$ cat src/rtl/muldiv_unit.sv
// Multi-cycle multiply/divide unit holding the architectural HI/LO registers.
// Multiplies and HI/LO moves complete in one cycle; divides take 32 restoring
// iterations plus one sign-fixup cycle, signalled with busy/done.
module muldiv_unit #(
  parameter int unsigned WIDTH = 32
) (
  input  logic             clk,
  input  logic             reset,
  input  logic             start_i,
  input  logic [2:0]       op_i,
  input  logic [WIDTH-1:0] a_i,
  input  logic [WIDTH-1:0] b_i,
  input  logic             flush_i,
  output logic             busy_o,
  output logic             done_o,
  output logic [WIDTH-1:0] hi_o,
  output logic [WIDTH-1:0] lo_o
);

  localparam logic [2:0] OpMult  = 3'd0;
  localparam logic [2:0] OpMultu = 3'd1;
  localparam logic [2:0] OpDiv   = 3'd2;
  localparam logic [2:0] OpDivu  = 3'd3;
  localparam logic [2:0] OpMthi  = 3'd4;
  localparam logic [2:0] OpMtlo  = 3'd5;

  localparam int unsigned CntW = $clog2(WIDTH);
  localparam logic [CntW-1:0] CntLast = CntW'(WIDTH - 1);

  typedef enum logic [1:0] {StIdle, StDiv, StFix} state_e;

  state_e            state_q;
  logic [CntW-1:0]   cnt_q;
  logic [WIDTH-1:0]  hi_q, lo_q;
  logic              done_q;
  logic [WIDTH-1:0]  rem_q, quo_q, dvs_q, a_raw_q;
  logic              q_neg_q, r_neg_q, div_zero_q;

  logic              accept;
  logic              is_signed_div;
  logic              a_neg, b_neg;
  logic [WIDTH-1:0]  a_mag, b_mag;
  logic [2*WIDTH-1:0] a_ext, b_ext, prod;
  logic [WIDTH:0]    shifted;
  logic              fits;
  logic [WIDTH-1:0]  rem_nxt, quo_nxt;
  logic [WIDTH-1:0]  q_fix, r_fix;

  assign accept = start_i && !busy_o && !flush_i;

  // Operand preparation: sign-extended product and divide magnitudes
  always_comb begin
    a_ext = {{WIDTH{1'b0}}, a_i};
    b_ext = {{WIDTH{1'b0}}, b_i};
    if (op_i == OpMult) begin
      a_ext = {{WIDTH{a_i[WIDTH-1]}}, a_i};
      b_ext = {{WIDTH{b_i[WIDTH-1]}}, b_i};
    end
    prod = a_ext * b_ext;

    is_signed_div = (op_i == OpDiv);
    a_neg = is_signed_div && a_i[WIDTH-1];
    b_neg = is_signed_div && b_i[WIDTH-1];
    a_mag = a_neg ? -a_i : a_i;
    b_mag = b_neg ? -b_i : b_i;
  end

  // One restoring iteration: shift in the next dividend bit, subtract if it fits
  always_comb begin
    shifted = {rem_q, quo_q[WIDTH-1]};
    fits    = (shifted >= {1'b0, dvs_q});
    // When it fits the difference is below the divisor, so the low bits suffice
    rem_nxt = fits ? (shifted[WIDTH-1:0] - dvs_q) : shifted[WIDTH-1:0];
    quo_nxt = {quo_q[WIDTH-2:0], fits};
    q_fix   = q_neg_q ? -quo_q : quo_q;
    r_fix   = r_neg_q ? -rem_q : rem_q;
  end

  // Control FSM and HI/LO datapath
  always_ff @(posedge clk) begin
    if (reset) begin
      state_q    <= StIdle;
      cnt_q      <= '0;
      hi_q       <= '0;
      lo_q       <= '0;
      done_q     <= 1'b0;
      rem_q      <= '0;
      quo_q      <= '0;
      dvs_q      <= '0;
      a_raw_q    <= '0;
      q_neg_q    <= 1'b0;
      r_neg_q    <= 1'b0;
      div_zero_q <= 1'b0;
    end else begin
      done_q <= 1'b0;
      unique case (state_q)
        StIdle: begin
          if (accept) begin
            case (op_i)
              OpMult, OpMultu: begin
                hi_q   <= prod[2*WIDTH-1:WIDTH];
                lo_q   <= prod[WIDTH-1:0];
                done_q <= 1'b1;
              end
              OpMthi: begin
                hi_q   <= a_i;
                done_q <= 1'b1;
              end
              OpMtlo: begin
                lo_q   <= a_i;
                done_q <= 1'b1;
              end
              OpDiv, OpDivu: begin
                rem_q      <= '0;
                quo_q      <= a_mag;
                dvs_q      <= b_mag;
                a_raw_q    <= a_i;
                q_neg_q    <= a_neg ^ b_neg;
                r_neg_q    <= a_neg;
                div_zero_q <= (b_i == '0);
                cnt_q      <= '0;
                state_q    <= StDiv;
              end
              default: ;  // reserved ops are dropped silently
            endcase
          end
        end
        StDiv: begin
          if (flush_i) begin
            state_q <= StIdle;
          end else begin
            rem_q <= rem_nxt;
            quo_q <= quo_nxt;
            cnt_q <= cnt_q + 1'b1;
            if (cnt_q == CntLast) state_q <= StFix;
          end
        end
        StFix: begin
          state_q <= StIdle;
          if (!flush_i) begin
            done_q <= 1'b1;
            if (div_zero_q) begin
              // Divide by zero reports the raw dividend, not the magnitude
              lo_q <= '1;
              hi_q <= a_raw_q;
            end else begin
              lo_q <= q_fix;
              hi_q <= r_fix;
            end
          end
        end
        default: state_q <= StIdle;
      endcase
    end
  end

  assign busy_o = (state_q != StIdle);
  assign done_o = done_q;
  assign hi_o   = hi_q;
  assign lo_o   = lo_q;

endmodule

$ cat config.mk
export PLATFORM = sky130hd
export DESIGN_NAME = muldiv_unit
export DESIGN_NICKNAME = d
export VERILOG_FILES = /design/src/rtl/muldiv_unit.sv
export SDC_FILE = /design/constraint.sdc
export NUM_CORES = 2
export LEC_CHECK = 0
export CAP_MARGIN = 20
export CORE_UTILIZATION = 50
export CTS_BUF_LIST = sky130_fd_sc_hd__clkbuf_16
export CTS_CLUSTER_SIZE = 25
export DETAILED_ROUTE_END_ITERATION = 6
export HOLD_SLACK_MARGIN = 0.03
export PLACE_DENSITY = 0.62
export SLEW_MARGIN = 10
export SYNTH_ARGS = -nofsm -noshare
export SYNTH_HDL_FRONTEND = slang
export SYNTH_SLANG_ARGS = --single-unit
$ cat constraint.sdc
create_clock -name clk -period 30.4 [get_ports clk]
set_clock_uncertainty 0.15 [all_clocks]
set_input_delay 6.08 -clock clk [delete_from_list [all_inputs] [get_ports clk]]
set_output_delay 6.08 -clock clk [all_outputs]
set_load 0.05 [all_outputs]
==> results.cfg <==
[status]
outcome = finished with violations
failed_checks = design-rule violations

[yosys]
syn_nets = 8710
post_synth_inst_count = 6873
post_synth_num_cell_types = 76
async_reset_ff_frac = 0
synthDominantCellAreaShare = 0.4700
ys.warnings.count = 0
synth_top_area_cell = fa_1
yosys_register_bits = 203
synth-seq-area-share = 0.06719
post_synth_instance_area_um2 = 60480
synthFlopType = dfxtp_1
synth_edf_count = 0
synth_top_cells_by_area = fa_1 (47%), inv_1 (9.7%), ha_1 (7.2%)
syn_avg_cell_area_um2 = 8.800

[die]
core_um2 = 120000
chipWidth_um = 349.8
initial_utilization = 0.5041
ios = 137
row_count = 127
design.die.area_um2 = 122400
die_height_um = 349.8

[route]
route.antenna.remaining_nets = 0
routed_wirelength_um = 190500
wire_per_inst_um = 22.77
routed_vias = 46573
via_per_inst = 5.566
drc_errors = 6
drt-initial-drc-count = 4064
drtPass1Iterations = 7

[critical_path]
reg2reg_slack_ns = 25.46
timing.reg2reg.worst_path_depth = 11
cp.arrival_ns = 16.67
timing.critical_path.to_type = register
crit_path_frequent_cell = fa_1
cp-start-kind = input port
crit_fanout = 23
cp_slowest_stage_delay_ns = 0.83
critical_path.reg2reg.startpoint = rem_q[0]
crit-reg2reg-capture = rem_q[13]
worst_setup_path_startpoint = op_i[2]
cp.required_ns = 30.73
timing.critical_path.slowest_stage_cell = fa_1
worstSetupEndpoint = hi_o[30]
critical_path_class = input port to register

[clocking]
clock_latency_of_the_later_clocked_register_in_the_worst_skew_pair_ns = 0.54
cts-root-to-sink-buffers = 3
root_buffer = clkbuf_16
numCtsBuffers = 24
cts.htree.levels = 1
clk_pin_slew_worst_paths_ns = 0.07
cts.sinks = 203
post_cts_resize_count = 0
cts-hold-fix-buffers = 0
setup_bufs_post_cts = 0
tritoncts = yes

[placed_design]
port-buffer-count = 136
finalWeightedCongestion = 0.9852
hpwlAfterDp_um = 153300
dpl-instance-area_um2 = 62950

[sta]
hold_viol_final = 0
maxSlewHeadroom = 0.3002
fin_crit_ns = 16.34
timing.final.setup_violations = 0
worst_slew_pin_slew_ns = 1.046
slew_viol_final = 0
fmaxAchievable_mhz = 61.21
post-route-period-util = 0.5374
setup_repair_after_global_routing_missed_its_margin = false
fin_tns_setup_ns = 0

[hold_path]
worstHoldPathType = register to register

[grt]
grt_max_degree = 88
first_pass_grt_wire_length_um = 294900
vias_in_the_first_global_route = 48864
globalRouteOverflowTotal = 0
grt_util_all_layers = 0.3195
grt_antenna_before_repair = 6

[finish]
post-route-cell-area_um2 = 63770
final_layout_size_suffix_gt1_frac = 0.03287
finish.net_count = 8573
fillCellCount = 11258
area_delta_synth_final_pct = 5.441

[run]
maxCapViolCount = 0
registers in the layout, summed over array words and instances, names as in the netlist:
name	flops
state_q	2
lo_o	32
r_neg_q	1
q_neg_q	1
hi_o	32
div_zero_q	1
quo_q	32
a_raw_q	32
dvs_q	32
cnt_q	5
done_o	1
rem_q	32
synth_stat cells (25+ instances only):
| cell | instances |
|---|---|
| inv_1 | 1568 |
| fa_1 | 1420 |
| nand2_1 | 960 |
| and2_1 | 411 |
| ha_1 | 346 |
| clkbuf_1 | 344 |
| a21oi_1 | 270 |
| nor2_1 | 206 |
| dfxtp_1 | 203 |
| o21ai_0 | 163 |
| xnor2_1 | 150 |
| xor2_1 | 106 |
| a21o_1 | 65 |
| buf_1 | 54 |
| nand3_1 | 46 |
| nor3_1 | 44 |
| a211oi_1 | 43 |
| and3_1 | 42 |
| a22oi_1 | 35 |
| o211ai_1 | 31 |
| a221oi_1 | 28 |
| o31ai_1 | 25 |
worst max-delay path, delay by kind of cell:
kind | cells | cell delay, ns
simple gates | 7 | 1.75
buf+inv | 8 | 1.78
compound gates | 3 | 1.26
fa+ha+maj | 11 | 5.76
final cells by class:
type                    instances  area [um2]  share of cell area
diodes                          2       5.005          0.00007848
clock buffers                  25       625.6            0.009810
clock inverters                19       192.7            0.003021
inverters                    1568        5886             0.09229
multi-input cells            4700       49060              0.7693
flip-flops and latches        203        4065             0.06374
well taps                    1612        2017             0.03163
repair buffers                239        1922             0.03014
per-stage QoR:
step / hold slack [ns] / setup WS, ns / cells / util
final: 0.3042 / 14.06 / 8368 / 0.5316
after global routing: 0.3204 / 13.56 / 8366 / 0.5315
after CTS: 0.3071 / 14.04 / 8366 / 0.5315
after detailed placement: 0.2979 / 13.49 / 8322 / 0.5247
after global placement: 0.2918 / 13.58 / 8322 / 0.5247
after floorplan: 0.2819 / 15.20 / 6873 / -
routing by layer:
layer	GRT usage	routed length, um	part of all wire
met4	0.1082	7707	0.040
met5	0	0	0
met2	0.5126	86560	0.45
met3	0.05076	16640	0.087
met1	0.4412	79630	0.42
cell usage in the layout (no fill, tap or decap), types with 18 or more instances in the layout:
master and count:
clkbuf_16 25, buf_2 42, xnor2_1 150, a31oi_1 21, nand2_1 959, o21bai_1 18
inv_1 1569, mux2i_1 20, buf_4 104, a21oi_1 270, o21ai_0 161, dfxtp_1 202
a221oi_1 28, clkdlybuf4s50_1 93, nor3_1 42, nand3_1 46, xor2_1 106, a22oi_1 35
o211ai_1 31, a21o_1 65, o31ai_1 25, nor2_1 202, nand4_1 20, fa_1 1420
or3_1 18, and2_1 410, ha_1 346, and3_1 42, a211oi_1 43
cells by family (layout without fill, tap and decap cells):
logic type      count (synthesis)  after routing  synth area share
compound gates                827            827           0.08796
simple gates                 1829           1829            0.1402
buf+inv                      1970           1851            0.1223
other cells                     0              2                 0
xor+xnor                      256            256           0.03707
fa+ha+maj                    1768           1768            0.5419
mux                            20             20          0.003310
flops                         203            203           0.06719
worst min path at each step:
stage                     slack (ns)          end  depth (start not counted)         from
final                           0.30  a_raw_q[23]                          2  a_raw_q[23]
after floorplan                 0.28    dvs_q[31]                          2    dvs_q[31]
after CTS                       0.31  a_raw_q[19]                          2  a_raw_q[19]
after global placement          0.29   a_raw_q[8]                          2   a_raw_q[8]
after global routing            0.32     lo_o[15]                          2     lo_o[15]
after detailed placement        0.30  a_raw_q[19]                          2  a_raw_q[19]
Power is not shown: default switching activity piles up to over one toggle a cycle in this logic, so the estimate is an artifact.
